**config.mk**
```make
export PLATFORM = sky130hd
export DESIGN_NAME = twofish_key_sched_ctrl
export DESIGN_NICKNAME = d
export VERILOG_FILES = /design/src/rtl/twofish_key_sched_ctrl.sv
export SDC_FILE = /design/constraint.sdc
export NUM_CORES = 2
export LEC_CHECK = 0
export CAP_MARGIN = 20
export CORE_MARGIN = 2
export CORE_UTILIZATION = 40
export DETAILED_ROUTE_END_ITERATION = 6
export SYNTH_ARGS = -nofsm -noshare
export SYNTH_HDL_FRONTEND = slang
export SYNTH_SLANG_ARGS = --single-unit
```
**constraint.sdc**
```tcl
create_clock -name clk -period 4.8 [get_ports clk]
set_clock_uncertainty 0.05 [all_clocks]
set_input_delay 1.2 -clock clk [delete_from_list [all_inputs] [get_ports clk]]
set_output_delay 1.2 -clock clk [all_outputs]
set_load 0.005 [all_outputs]
```
**src/rtl/twofish_key_sched_ctrl.sv**
```systemverilog
// -----------------------------------------------------------------------------
// twofish_key_sched_ctrl
//
// Purpose:
//   Drives the external combinational Twofish subkey pair generator
//   (h-function + PHT) over pair index a = 0..NUM_PAIRS-1. This expands one
//   128-bit key into 2*NUM_PAIRS 32-bit round subkeys. The results go into an
//   internal subkey register file. The round datapath reads that file through
//   an indexed port with a registered output.
//
// Ports:
//   clk           rising-edge clock
//   rst_n         asynchronous active-low reset
//   i_start       pulse: latch i_key_in and begin expansion (only when o_ready)
//   i_key_in      user key {M0,M1,M2,M3}
//   o_ready       1 in IDLE or DONE: a new start is accepted
//   o_busy        1 while expanding (RUN)
//   o_done        one-cycle registered pulse after the final pair write
//   o_keys_valid  1 when the file holds the full schedule of the last key
//   o_h_key       latched key, feeds the pair generator
//   o_h_a         current pair index, feeds the pair generator
//   i_h_k_even    generator output K[2a]
//   i_h_k_odd     generator output K[2a+1] (already rotated left by 9)
//   i_rd_idx      subkey read index 0..2*NUM_PAIRS-1
//   o_rd_key      registered subkey K[i_rd_idx] (0 when the index is out of range)
// -----------------------------------------------------------------------------
module twofish_key_sched_ctrl #(
    parameter int NUM_PAIRS = 20,
    parameter int IDX_W     = 6
) (
    input  logic               clk,
    input  logic               rst_n,
    input  logic               i_start,
    input  logic [127:0]       i_key_in,
    output logic               o_ready,
    output logic               o_busy,
    output logic               o_done,
    output logic               o_keys_valid,
    output logic [127:0]       o_h_key,
    output logic [IDX_W-1:0]   o_h_a,
    input  logic [31:0]        i_h_k_even,
    input  logic [31:0]        i_h_k_odd,
    input  logic [IDX_W-1:0]   i_rd_idx,
    output logic [31:0]        o_rd_key
);

    localparam int               NUM_KEYS    = 2 * NUM_PAIRS;
    localparam logic [IDX_W-1:0] LP_LAST_A   = IDX_W'(NUM_PAIRS - 1);
    localparam logic [IDX_W-1:0] LP_NUM_KEYS = IDX_W'(NUM_KEYS);

    typedef enum logic [1:0] {
        ST_IDLE = 2'd0,
        ST_RUN  = 2'd1,
        ST_DONE = 2'd2
    } state_t;

    state_t             r_state;
    state_t             w_state_next;
    logic               w_ready;
    logic               w_busy;
    logic               w_accept;
    logic               w_last;

    logic [127:0]       r_key;
    logic [IDX_W-1:0]   r_a;
    logic               r_done;
    logic               r_keys_valid;
    logic [31:0]        r_rd_key;

    logic [31:0]        w_file [NUM_KEYS];
    logic [31:0]        w_rd_word;

    // ------------------------------------------------------------------
    // FSM: state register
    // ------------------------------------------------------------------
    always_ff @(posedge clk or negedge rst_n) begin
        if (!rst_n) begin
            r_state <= ST_IDLE;
        end else begin
            r_state <= w_state_next;
        end
    end

    // ------------------------------------------------------------------
    // FSM: next state and decoded outputs
    // ------------------------------------------------------------------
    always_comb begin
        w_state_next = r_state;
        w_ready      = 1'b0;
        w_busy       = 1'b0;
        w_accept     = 1'b0;
        w_last       = (r_a == LP_LAST_A);
        unique case (r_state)
            ST_IDLE: begin
                w_ready  = 1'b1;
                w_accept = i_start;
                if (i_start) begin
                    w_state_next = ST_RUN;
                end
            end
            ST_RUN: begin
                w_busy = 1'b1;
                if (w_last) begin
                    w_state_next = ST_DONE;
                end
            end
            ST_DONE: begin
                w_ready  = 1'b1;
                w_accept = i_start;
                if (i_start) begin
                    w_state_next = ST_RUN;
                end
            end
            default: begin
                w_state_next = ST_IDLE;
            end
        endcase
    end

    // ------------------------------------------------------------------
    // Key latch, pair index, status flags
    // ------------------------------------------------------------------
    always_ff @(posedge clk or negedge rst_n) begin
        if (!rst_n) begin
            r_key        <= '0;
            r_a          <= '0;
            r_done       <= 1'b0;
            r_keys_valid <= 1'b0;
        end else begin
            r_done <= 1'b0;
            if (w_accept) begin
                r_key        <= i_key_in;
                r_a          <= '0;
                r_keys_valid <= 1'b0;
            end else if (w_busy) begin
                if (w_last) begin
                    // The index stays on the last pair so o_h_a does not wrap in DONE.
                    r_done       <= 1'b1;
                    r_keys_valid <= 1'b1;
                end else begin
                    r_a <= r_a + 1'b1;
                end
            end
        end
    end

    // ------------------------------------------------------------------
    // Subkey file: each RUN cycle writes entry 2a (even) and 2a+1 (odd).
    // The generator is combinational from o_h_key/o_h_a. Both are registers,
    // so its outputs settle within the same cycle and are captured directly.
    // ------------------------------------------------------------------
    generate
        for (genvar gi = 0; gi < NUM_KEYS; gi++) begin : gen_file
            logic [31:0] r_entry;
            logic        w_we;
            logic [31:0] w_wdata;

            assign w_we = w_busy && (r_a == IDX_W'(gi / 2));

            if ((gi % 2) == 0) begin : gen_even
                assign w_wdata = i_h_k_even;
            end else begin : gen_odd
                assign w_wdata = i_h_k_odd;
            end

            always_ff @(posedge clk or negedge rst_n) begin
                if (!rst_n) begin
                    r_entry <= '0;
                end else if (w_we) begin
                    r_entry <= w_wdata;
                end
            end

            assign w_file[gi] = r_entry;
        end
    endgenerate

    // ------------------------------------------------------------------
    // Read port: one-cycle latency with no write bypass. A read of an entry
    // written on the same edge returns the previous contents.
    // ------------------------------------------------------------------
    always_comb begin
        w_rd_word = '0;
        if (i_rd_idx < LP_NUM_KEYS) begin
            w_rd_word = w_file[i_rd_idx];
        end
    end

    always_ff @(posedge clk or negedge rst_n) begin
        if (!rst_n) begin
            r_rd_key <= '0;
        end else begin
            r_rd_key <= w_rd_word;
        end
    end

    assign o_ready      = w_ready;
    assign o_busy       = w_busy;
    assign o_done       = r_done;
    assign o_keys_valid = r_keys_valid;
    assign o_h_key      = r_key;
    assign o_h_a        = r_a;
    assign o_rd_key     = r_rd_key;

endmodule
```
# [Yosys cells after proc, flatten, opt, wreduce, memory -nomap -nowiden]
# Cells that the tools add are included.
[classes] order_cmp=2 mux=19 n_addsub=1 bitwise=1 n_eq_ne=24 reduce_logical=28
[op_table] operator="32-bit binary-select mux with 6-bit select" count=1
[op_table] operator="32-bit two-way mux" count=3
[op_table] operator="6-bit by 4-bit == test with 1-bit output (second input constant)" count=8
[op_table] operator="6-bit by 3-bit == test with 1-bit output (second input constant)" count=4
[op_table] operator="6-bit by 5-bit == test with 1-bit output (second input constant)" count=4
[op_table] operator="1-bit logical AND" count=20
[op_table] operator="6-bit two-way mux" count=3
[op_table] operator="6-bit by 2-bit == test with 1-bit output (second input constant)" count=2
[op_table] operator="1-bit two-way mux" count=9
[op_table] operator="7-bit greater-or-equal comparator (second input constant)" count=1
[op_table] operator="6-bit inverter with 7-bit output" count=1
[op_table] operator="6-bit by 1-bit adder with 6-bit output (second input constant)" count=1
[op_table] operator="6-bit by 1-bit == test with 1-bit output (second input constant)" count=1
[op_table] operator="6-bit zero test" count=1
[op_table] operator="6-bit < comparator (second input constant)" count=1
[op_table] operator="2-bit AND reduction" count=3
[op_table] operator="2-bit two-way mux" count=2
[op_table] operator="2-bit inequality test (second input constant)" count=2
[op_table] operator="2-bit case mux with 2 select lines" count=1
[op_table] operator="2-bit nonzero test" count=2
[op_table] operator="2-bit by 1-bit == test with 1-bit output (second input constant)" count=1
[op_table] operator="2-bit == test (second input constant)" count=1
[op_table] operator="2-bit zero test" count=1
[op_table] operator="2-bit by 1-bit inequality test with 1-bit output (second input constant)" count=1
[op_table] operator="2-bit OR reduction" count=1
[totals] in_bits=201 output_inout_bits=170 word_cells=121 reg_bits=1450

# [Longest topological paths before layout]
[depth] depth_word=5 mapped_depth=9 mapped_depth_nobuf=5

# [Worst setup path after synthesis]
# Ideal clock, no wire load.
[synth_timing] kind="in2reg" startpoint="input port i_rd_idx[0]" endpoint="register r_rd_key[11], in the netlist o_rd_key[11]" slack_ps=1894 t_required_ps=4618 path_buffers=2 cell_stages=7 arrival_ps=2724 setup_ps=132 cell_sequence="buf_4 buf_2 mux4_2 a22o_1 a211oi_1 a211o_1 o21ai_1"
[synth_between] elab_chain_len=5 word_cells_on_any_way=6 cone_classes="order compare (1); mux (4); bitwise (1)"
[synth_lines] element="start: declaration" line_no="43" rtl="input logic [IDX_W-1:0] i_rd_idx,"
[synth_lines] element="6-bit inverter with 7-bit output (implied by the code)" line_no="185" rtl="w_rd_word = w_file[i_rd_idx];"
[synth_lines] element="32-bit binary-select mux with 6-bit select" line_no="185"
[synth_lines] element="32-bit two-way mux (implied by the code) (2 in series)" line_no="185"
[synth_lines] element="32-bit two-way mux (*)" line_no="184" rtl="if (i_rd_idx < LP_NUM_KEYS) begin"
[synth_lines] element="via w_rd_word[11]" line_no="71" rtl="logic [31:0] w_rd_word;"
[synth_lines] element="end signal: assignment" line_no="193" rtl="r_rd_key <= w_rd_word;"
[synth_lines] element="end: declaration" line_no="68" rtl="logic [31:0] r_rd_key;"
# Mark *: on every way through the listed nets, which the timed path passes. The rest lies on a longest branch. The select of a mux whose other input is x is not followed.
# A chain may end at the register's enable or synchronous reset.

# [Worst setup path in the final report]
[layout_timing] startpoint="register r_state[0]" endpoint="output port o_busy"
[layout_between] elab_chain_len=2
[layout_lines] element="start: declaration" line_no="57" rtl="state_t r_state;"
[layout_lines] element="start signal: assignment" line_no="80" rtl="r_state <= w_state_next;"
[layout_lines] element="2-bit by 1-bit == test with 1-bit output" line_no="93" rtl="unique case (r_state)"
[layout_lines] element="1-bit two-way mux" line_no="93"
[layout_lines] element="end: declaration" line_no="36" rtl="output logic o_busy,"
# Every way passes these cells.

==> reports/summary.txt <==
Setup TNS: 0 ns
Final Util: 0.475
Grt total ovfl: 0
Peak Freq: 268 MHz
Setup Buffers After CTS: 0
Ys Warns: 0
Worst reg2reg path endpoint: gen_file[19].r_entry[1]
Post_cts resized: 0
CP max FO: 9
Setup crit start kind: flip-flop
Area added between synthesis and finish: 18.1%
Final Hold Fails: 0
Fin crit period: 3.73 ns
Comb pwr share: 0.294
Total track usage: 0.213
RSZ-0062 raised after global routing: no
Die Wd: 405 um
NetSw: 13.5 mW
Hpwl dp: 104000 um
Post-synth net total: 4606
Top cell type's share of synthesized area: 0.563
Worst-path cell chain: nor2b_1, clkdlybuf4s50_1
Vias: 37900
Number of cell rows: 147
Vias per std cell: 5.45
Syn Area/Cell: 14.6 um2
Worst-skew pair later-pin latency: 0.81 ns
CP endpoint kind: output pin
Total power: 47.5 mW
Worst-path clk slew: 0.06 ns
P_int: 34.0 mW
Met1 WL: 77700 um
Register-to-Register Path Depth: 5
Distinct cells, synth: 50
DR pass1 iterations: 5
Largest net degree at the start of global routing: 139
Root Driver: clkbuf_16
Starting Density: 0.402
First-pass GRT wire length: 265000 um
Hold Path Class: primary input to asynchronous set/reset pin
Most frequent cells in the layout: dfrtp_1 (1450), mux2_2 (1209), nand2_1 (415)
Die Ht: 405 um
Top_reg_cell synth: dfrtp_1
Post-synthesis sequential area ratio: 0.563
Register bit count reported by yosys: 1450
Vias in the first global route: 40700
Worst endpoint required time: 3.55 ns
I/O Buffers: 370
Gate Count Post-Synth: 4401
Tightest Pin Transition: 1.09 ns
Tcrit/Tclk final: 0.776
Worst path max stage delay: 0.68 ns
CTS tree: done
Critical path's slowest cell: clkdlybuf4s50_1
Die area: 164000 um2
Synth area leader: dfrtp_1
Leakage Power: 33.5 nW
Mapped Area: 64400 um2
Routed wire length: 172000 um
Clock sink total: 1450
Top cells by area, synth: dfrtp_1 (56%), mux2_2 (21%), mux4_2 (7.8%)
Drt wl/cell: 24.7 um
Worst vdd ir: 0.407 mV
Layout cell share with drive strength beyond 1: 0.401
CP arrival: 2.48 ns
ANT nets after route: 0
Asr flop ratio synth: 1.00
WL met2: 82300 um
Sw frac: 0.285
Reg-to-reg slack, setup: 1.53 ns
Fin. max-slew vios: 0
WL met3: 8620 um
Highest metal used: met5
Outcome: finished clean
Core ar.: 160000 um2
Number of flops mapped to enable cells by yosys: 0
Max cap viols: 0
Clock power share: 0.267
Commonest non-fill, non-tap cell in the layout: dfrtp_1
DRT iter0 DRCs: 2168
H-tree lvl count: 4
Worst reg2reg startpoint: r_state[0]
Clock Path Buffers: 3
TritonCTS buffer count: 162
GP Congestion: 0.768
Cts hold-fix bufs: 0
Slew HR: 0.273
Sequential Power Share: 0.440
PwrDens: 624 nW/um2
Io pins: 371
Setup Viol. Count Final: 0
Drt drc: 0
Final nets: 4866
Initial antenna violation count: 10
WS Path Type: flip-flop to output pin
==> cells in the mapped netlist, types with 7 or more instances <==
cell type and number:
a41o_1 7, nor2b_1 12, buf_4 27, a21oi_1 25
mux4_2 222, a22o_1 19, a22oi_1 58, buf_1 10
o22ai_1 21, mux2_2 1209, a211o_1 19, o221ai_1 19
buf_2 156, mux2i_1 244, a211oi_1 40, o32ai_1 7
mux2_4 60, nor3_1 9, clkbuf_1 210, nor2_1 19
nand2_1 420, o21ai_1 19, mux2_1 11, nor2_2 9
dfrtp_1 1450, nand3_1 28, o21ai_0 14, buf_6 9
==> critical path: cells and delay by family, from the launching register on <==
| family | cells | cell delay, ns |
|---|---|---|
| buffers and inverters | 1 | 0.68 |
| and+or+nand+nor | 1 | 0.57 |
| DFF | 1 | 0.42 |
==> cell families (layout without fill, tap and decap cells) <==
| kind of cell | count (synthesis) | in the layout | share of synthesized area |
|---|---|---|---|
| AO/OA/AOI/OAI | 256 | 256 | 0.0288 |
| XOR/XNOR | 2 | 2 | 0.000272 |
| adder cells (fa/ha/maj) | 4 | 4 | 0.000777 |
| buffers and inverters | 416 | 806 | 0.0299 |
| flip-flops | 1450 | 1450 | 0.563 |
| multiplexers | 1746 | 1746 | 0.343 |
| other | 0 | 3 | 0 |
| AND/OR/NAND/NOR | 527 | 527 | 0.0340 |
==> registers in the layout, summed over array words and instances, names as in the netlist <==
signal            cells
o_rd_key             32
o_done                1
r_state               2
gen_file.r_entry   1280
o_keys_valid          1
o_h_key             128
o_h_a                 6
==> power by group through the flow <==
stage,sequential [mW],clock [mW],combinational (mW)
after floorplan,20.2,0,9.95
after global placement,20.8,0,13.8
after detailed placement,21.0,0,14.1
after CTS,20.9,13.0,14.2
after global routing,21.6,13.5,15.1
final,20.9,12.7,14.0
==> layout make-up <==
| class | instances | area, um2 |
|---|---|---|
| Fill cell | 14000 | 84200 |
| Sequential cell | 1450 | 36300 |
| Multi-Input combinational cell | 2535 | 26300 |
| Timing Repair Buffer | 508 | 5230 |
| Clock buffer | 238 | 4730 |
| Tap cell | 2160 | 2700 |
| Clock inverter | 56 | 767 |
| Inverter | 4 | 15.0 |
| Antenna cell | 3 | 7.51 |
==> metal layers <==
metal	global-route usage	vias up
li1	-	16500
met1	0.292	20300
met2	0.347	866
met3	0.0427	230
met4	0.0528	6
met5	0	-
==> worst max path at each step <==
stage,endpoint,from,slack (ns)
6_report,o_busy,r_state[0],1.07
5_1_grt,o_busy,r_state[0],0.92
4_1_cts,o_busy,r_state[0],1.02
3_5_place_dp,o_rd_key[19],i_rd_idx[3],0.64
3_3_place_gp,o_rd_key[16],i_rd_idx[3],0.65
2_1_floorplan,o_rd_key[11],i_rd_idx[0],1.89
==> stage by stage <==
stage / instance area, um2 / setup slack, ns / hold WS, ns / cells
floorplan: 64400 / 1.89 / 0.403 / 4401
global placement: 70500 / 0.650 / 0.406 / 6657
detailed placement: 70500 / 0.640 / 0.411 / 6657
CTS: 76000 / 1.02 / 0.360 / 6951
global route: 76000 / 0.921 / 0.381 / 6952
finish: 76000 / 1.07 / 0.335 / 6954
No activity file was read; power rests on OpenSTA's default activity.
